## src/rtl/hook_controller.sv

```systemverilog
// Miner hook sequencer: swing, drop and drag phases, one step per frame.
// Publishes angle/length and raises redraw_req on every visible change.
module hook_controller #(
  parameter int ANGLE_MIN  = 30,
  parameter int ANGLE_MAX  = 150,
  parameter int ANGLE_STEP = 10,
  parameter int ANGLE_HOME = 90,
  parameter int LEN_MIN    = 8,
  parameter int LEN_MAX    = 200,
  parameter int DROP_STEP  = 4
) (
  input  logic       clk,
  input  logic       reset,
  input  logic       enable,
  input  logic       frame,
  input  logic       drop,
  input  logic       game_end,
  input  logic       hit,
  input  logic [1:0] hit_weight,
  input  logic       redraw_ack,
  output logic [7:0] degree,
  output logic [7:0] length,
  output logic       clockwise,
  output logic [2:0] phase,
  output logic       grabbed,
  output logic       grab_done,
  output logic [1:0] grab_weight,
  output logic       redraw_req
);

  typedef enum logic [2:0] {
    IDLE  = 3'd0,
    SWING = 3'd1,
    DROP  = 3'd2,
    DRAG  = 3'd3,
    DONE  = 3'd4
  } phase_t;

  localparam logic [7:0] AMIN  = 8'(ANGLE_MIN);
  localparam logic [7:0] AMAX  = 8'(ANGLE_MAX);
  localparam logic [7:0] ASTEP = 8'(ANGLE_STEP);
  localparam logic [7:0] AHOME = 8'(ANGLE_HOME);
  localparam logic [7:0] LMIN  = 8'(LEN_MIN);
  localparam logic [7:0] LMAX  = 8'(LEN_MAX);
  localparam logic [7:0] DSTEP = 8'(DROP_STEP);

  phase_t     st;
  logic       drop_q;
  logic       drop_rise;
  logic [7:0] drag_step;
  logic [8:0] len_up;
  logic [8:0] len_floor;
  logic [7:0] len_inc;
  logic [7:0] len_dec;

  assign phase     = st;
  assign drop_rise = drop & ~drop_q;

  // Heavier loads reel in more slowly.
  always_comb begin
    drag_step = DSTEP;
    if (grabbed) begin
      if (grab_weight == 2'd0)      drag_step = 8'd4;
      else if (grab_weight == 2'd1) drag_step = 8'd2;
      else                          drag_step = 8'd1;
    end
  end

  assign len_up    = {1'b0, length} + {1'b0, DSTEP};
  assign len_inc   = (len_up > {1'b0, LMAX}) ? LMAX : len_up[7:0];
  assign len_floor = {1'b0, LMIN} + {1'b0, drag_step};
  assign len_dec   = ({1'b0, length} <= len_floor) ? LMIN
                   : length - drag_step;

  always_ff @(posedge clk or posedge reset) begin
    if (reset) begin
      st          <= IDLE;
      degree      <= AHOME;
      length      <= LMIN;
      clockwise   <= 1'b1;
      grabbed     <= 1'b0;
      grab_done   <= 1'b0;
      grab_weight <= 2'd0;
      redraw_req  <= 1'b0;
      drop_q      <= 1'b0;
    end else begin
      drop_q    <= drop;
      grab_done <= 1'b0;
      // Any branch below that moves the hook re-asserts the request.
      if (redraw_ack) redraw_req <= 1'b0;
      case (st)
        IDLE: begin
          degree    <= AHOME;
          length    <= LMIN;
          clockwise <= 1'b1;
          if (enable) begin
            st         <= SWING;
            redraw_req <= 1'b1;
          end
        end
        DONE: begin
          if (!enable) begin
            st         <= IDLE;
            degree     <= AHOME;
            length     <= LMIN;
            clockwise  <= 1'b1;
            grabbed    <= 1'b0;
            redraw_req <= 1'b1;
          end
        end
        SWING, DROP, DRAG: begin
          if (game_end) begin
            st         <= DONE;
            grabbed    <= 1'b0;
            redraw_req <= 1'b1;
          end else if (!enable) begin
            st         <= IDLE;
            degree     <= AHOME;
            length     <= LMIN;
            clockwise  <= 1'b1;
            grabbed    <= 1'b0;
            redraw_req <= 1'b1;
          end else begin
            case (st)
              SWING: begin
                if (drop_rise) begin
                  st         <= DROP;
                  redraw_req <= 1'b1;
                end else if (frame) begin
                  redraw_req <= 1'b1;
                  if (clockwise && degree == AMAX) begin
                    clockwise <= 1'b0;
                    degree    <= AMAX - ASTEP;
                  end else if (!clockwise && degree == AMIN) begin
                    clockwise <= 1'b1;
                    degree    <= AMIN + ASTEP;
                  end else if (clockwise) begin
                    degree <= degree + ASTEP;
                  end else begin
                    degree <= degree - ASTEP;
                  end
                end
              end
              DROP: begin
                if (hit) begin
                  st          <= DRAG;
                  grabbed     <= 1'b1;
                  grab_weight <= hit_weight;
                  redraw_req  <= 1'b1;
                end else if (length == LMAX) begin
                  st         <= DRAG;
                  grabbed    <= 1'b0;
                  redraw_req <= 1'b1;
                end else if (frame) begin
                  length     <= len_inc;
                  redraw_req <= 1'b1;
                end
              end
              DRAG: begin
                if (length == LMIN) begin
                  st         <= SWING;
                  grab_done  <= grabbed;
                  grabbed    <= 1'b0;
                  redraw_req <= 1'b1;
                end else if (frame) begin
                  length     <= len_dec;
                  redraw_req <= 1'b1;
                end
              end
              default: ;
            endcase
          end
        end
        default: begin
          st         <= IDLE;
          redraw_req <= 1'b1;
        end
      endcase
    end
  end

endmodule

```

## config.mk

```make
export PLATFORM = sky130hd
export DESIGN_NAME = hook_controller
export DESIGN_NICKNAME = d
export VERILOG_FILES = /design/src/rtl/hook_controller.sv
export SDC_FILE = /design/constraint.sdc
export NUM_CORES = 1
export LEC_CHECK = 0
export CAP_MARGIN = 10
export CORE_AREA = 2 2 56 79
export DETAILED_ROUTE_END_ITERATION = 8
export DIE_AREA = 0 0 58 81
export GPL_TIMING_DRIVEN = 0
export PLACE_DENSITY = 0.85
export REMOVE_ABC_BUFFERS = 1
export SLEW_MARGIN = 10
export SYNTH_ARGS = -nofsm -noshare
export SYNTH_HDL_FRONTEND = slang
export SYNTH_SLANG_ARGS = --single-unit
```

## constraint.sdc

```tcl
create_clock -name clk -period 2.45 [get_ports clk]
set_input_delay 0.245 -clock clk [delete_from_list [all_inputs] [get_ports clk]]
set_output_delay 0.245 -clock clk [all_outputs]
set_load 0.05 [all_outputs]
```

==> metrics <==
Critical Path Sink Type=register; slew at the pin closest to its max-slew limit=949 ps; R2R cell count=7; Worst Hold End=drop_q; cell type with the highest aggregate area in the netlist=dfrtp_1; critical-path maximum fanout=6; Worst Hold Path Cells=1; fin. max-slew vios=0; crit path DAT=2540 ps; maximum clock rate=422 MHz; synth-to-layout area growth=18.9%; Power Density=505 nW/um^2; vias post-DR=1940; synth warn=0; Crit Path Category=reg2reg; Leak=1.01 nW; initial antenna violation count=0; Distinct cells, synth=64; Crit-path slowest cell=or4_2; antenna diode count=0; Seq/Total Area, Yosys=0.306; I/O Buffers=33; DIE AREA=4700 um^2; H-tree depth reported by CTS=1; DRT Pass-1 Iters=4; layout cells sized above 1=0.116; status=complete, no violations; max-cap violations=0; core box area=4060 um^2; mean post-synth cell area=8.31 um^2; Synth top area share=0.230; maximum vdd drop=0.000405 V; Worst Hold Class=in2reg; dpl cells=315; max_slew headroom=0.366; clk root buf=clkbuf_8; Final period util=0.968; Final ANT Viol Nets=0; Ports=35; die width=58 um; HPWL after DPL=3.75 mm; final setup fails=0; synthesized area=2070 um^2; largest net degree at the start of global routing=26; FF-to-FF setup slack=80 ps; drt initial violations=77; RSZ-0062 raised after global routing=false; CTS tree=yes; GR Util All Layers=0.230; first-pass GRT wire length=8.54 mm; CTS sink count=25; Final Hold Fails=0; clock period minus final worst setup slack=2370 ps; most frequent cell after synthesis=nand2_1; CTS buffer count=3; # nets final=299; Async SR Flop Fraction=1.00; Die H=81 um; FF-to-FF Start=length[3]; Starting Density=0.509; row count=28; number of global-route vias before repair=1938; post-route worst setup slack=78.9 ps; Crit Reg-Reg Endpoint=length[4]; worst-skew pair later-pin latency=290 ps; worst path required time=2620 ps; total global routing overflow=0; EDFF count, synth=0; hold_sp=drop; # hold bufs at CTS=0; Worst Setup Start Kind=register; synth cell count leaders=25 x nand2_1, 22 x nor2_1, 19 x dfrtp_1, 19 x o21ai_0, 16 x a21oi_1; DRC=0; Worst Skew=9.23 ps; final wirelength=4.99 mm; RePlAce Congestion=0.875; deepest clock path buffer count=2; fin cells=320; Clk pin slew, worst setup/hold paths=90 ps; flops & latches, synth=25; cells taking the most area after synthesis=dfrtp_1 23%, dfstp_2 7.6%, ha_1 6.7%, o21ai_0 4.6%, nand2_1 4.5%; via/cell ratio=6.06; crit-path cells=ha_2 > inv_1 > or4_2 > a32oi_1 > or3_4 > o22ai_1 > o21a_1; top_reg_cell synth=dfrtp_1; Post-Synthesis Cells=249; Post-Place Worst Slack=-148 ps; CP max stage delay=630 ps; WL per Instance=15.6 um
[registers in the layout (all words and copies together), names as in the netlist]
register     cells
length           8
clockwise        1
grab_done        1
phase            3
redraw_req       1
drop_q           1
grab_weight      2
grabbed          1
degree           7
[cell families after synthesis]
kind of cell,synth area share
adder cells (fa/ha/maj),0.0859
multiplexers,0.0206
other,0.00181
AO/OA/AOI/OAI,0.247
XOR/XNOR,0.0296
AND/OR/NAND/NOR,0.252
flip-flops,0.306
buffers and inverters,0.0563
[final cells by class]
| cell class | count | area [um^2] |
|---|---|---|
| clock inverters | 1 | 7.51 |
| well taps | 45 | 56.3 |
| inverters | 14 | 52.6 |
| flip-flops and latches | 25 | 636 |
| clock buffers | 3 | 41.3 |
| repair buffers | 34 | 338 |
| fillers | 370 | 1610 |
| multi-input cells | 198 | 1330 |
[layout by cell type, fill, tap and decap left out, drive strengths merged, types with 4 or more instances in the layout]
| cell | n |
|---|---|
| clkdlybuf4s50 | 33 |
| nand2 | 25 |
| nor2 | 22 |
| o21ai | 19 |
| dfrtp | 19 |
| a21oi | 16 |
| inv | 14 |
| ha | 11 |
| nand3 | 8 |
| nor3 | 6 |
| dfstp | 6 |
| nor2b | 5 |
| o31ai | 4 |
| nand2b | 4 |
| nand4 | 4 |
| xor2 | 4 |
[metal layers]
metal,vias to the layer above,part of all wire,track usage
li1,969,-,-
met1,920,0.42,0.270
met2,42,0.53,0.405
met3,9,0.031,0.0334
met4,0,0.021,0.112
met5,-,0,0
[worst max path at each step]
stage / start / to / cells after the start
after floorplan: length[2] / length[4] / 7
after global placement: length[3] / length[4] / 7
after detailed placement: length[3] / length[4] / 7
after CTS: phase[0] / length[4] / 6
after global routing: length[2] / length[4] / 7
final: length[3] / length[4] / 7
[stage by stage]
step / instance area [um^2] / power, mW / hold WS [ps] / utilization / setup TNS (ps)
final: 2460 / 1.24 / 437 / 0.605 / 0
after floorplan: 2000 / 0.841 / 268 / - / -167
after global placement: 2390 / 0.977 / 506 / 0.588 / -144
after global routing: 2460 / 1.32 / 444 / 0.605 / 0
after CTS: 2450 / 1.24 / 438 / 0.603 / 0
after detailed placement: 2390 / 0.985 / 506 / 0.588 / -179
[worst max-delay path, delay by kind of cell, from the launching register on]
kind / cells / cell delay (ps)
AOI/OAI and AO/OA: 3 / 560
adders and majority gates: 1 / 230
buffers and inverters: 1 / 90
DFF: 1 / 550
and+or+nand+nor: 2 / 820
[what timing repair did]
item                       in CTS  in global routing
setup endpoints to repair       5                  2
resized for setup               2                  2
cloned                          0                  0
buffers inserted                1                  0
hold endpoints to repair        0                  0
[where the power goes]
part | leakage, nW | internal [mW] | switching (mW) | total (mW)
clock | 0.0217 | 0.116 | 0.144 | 0.260
sequential | 0.316 | 0.457 | 0.0524 | 0.510
combinational | 0.672 | 0.176 | 0.296 | 0.472
total | 1.01 | 0.749 | 0.493 | 1.24
No activity file was read; power rests on OpenSTA's default activity.
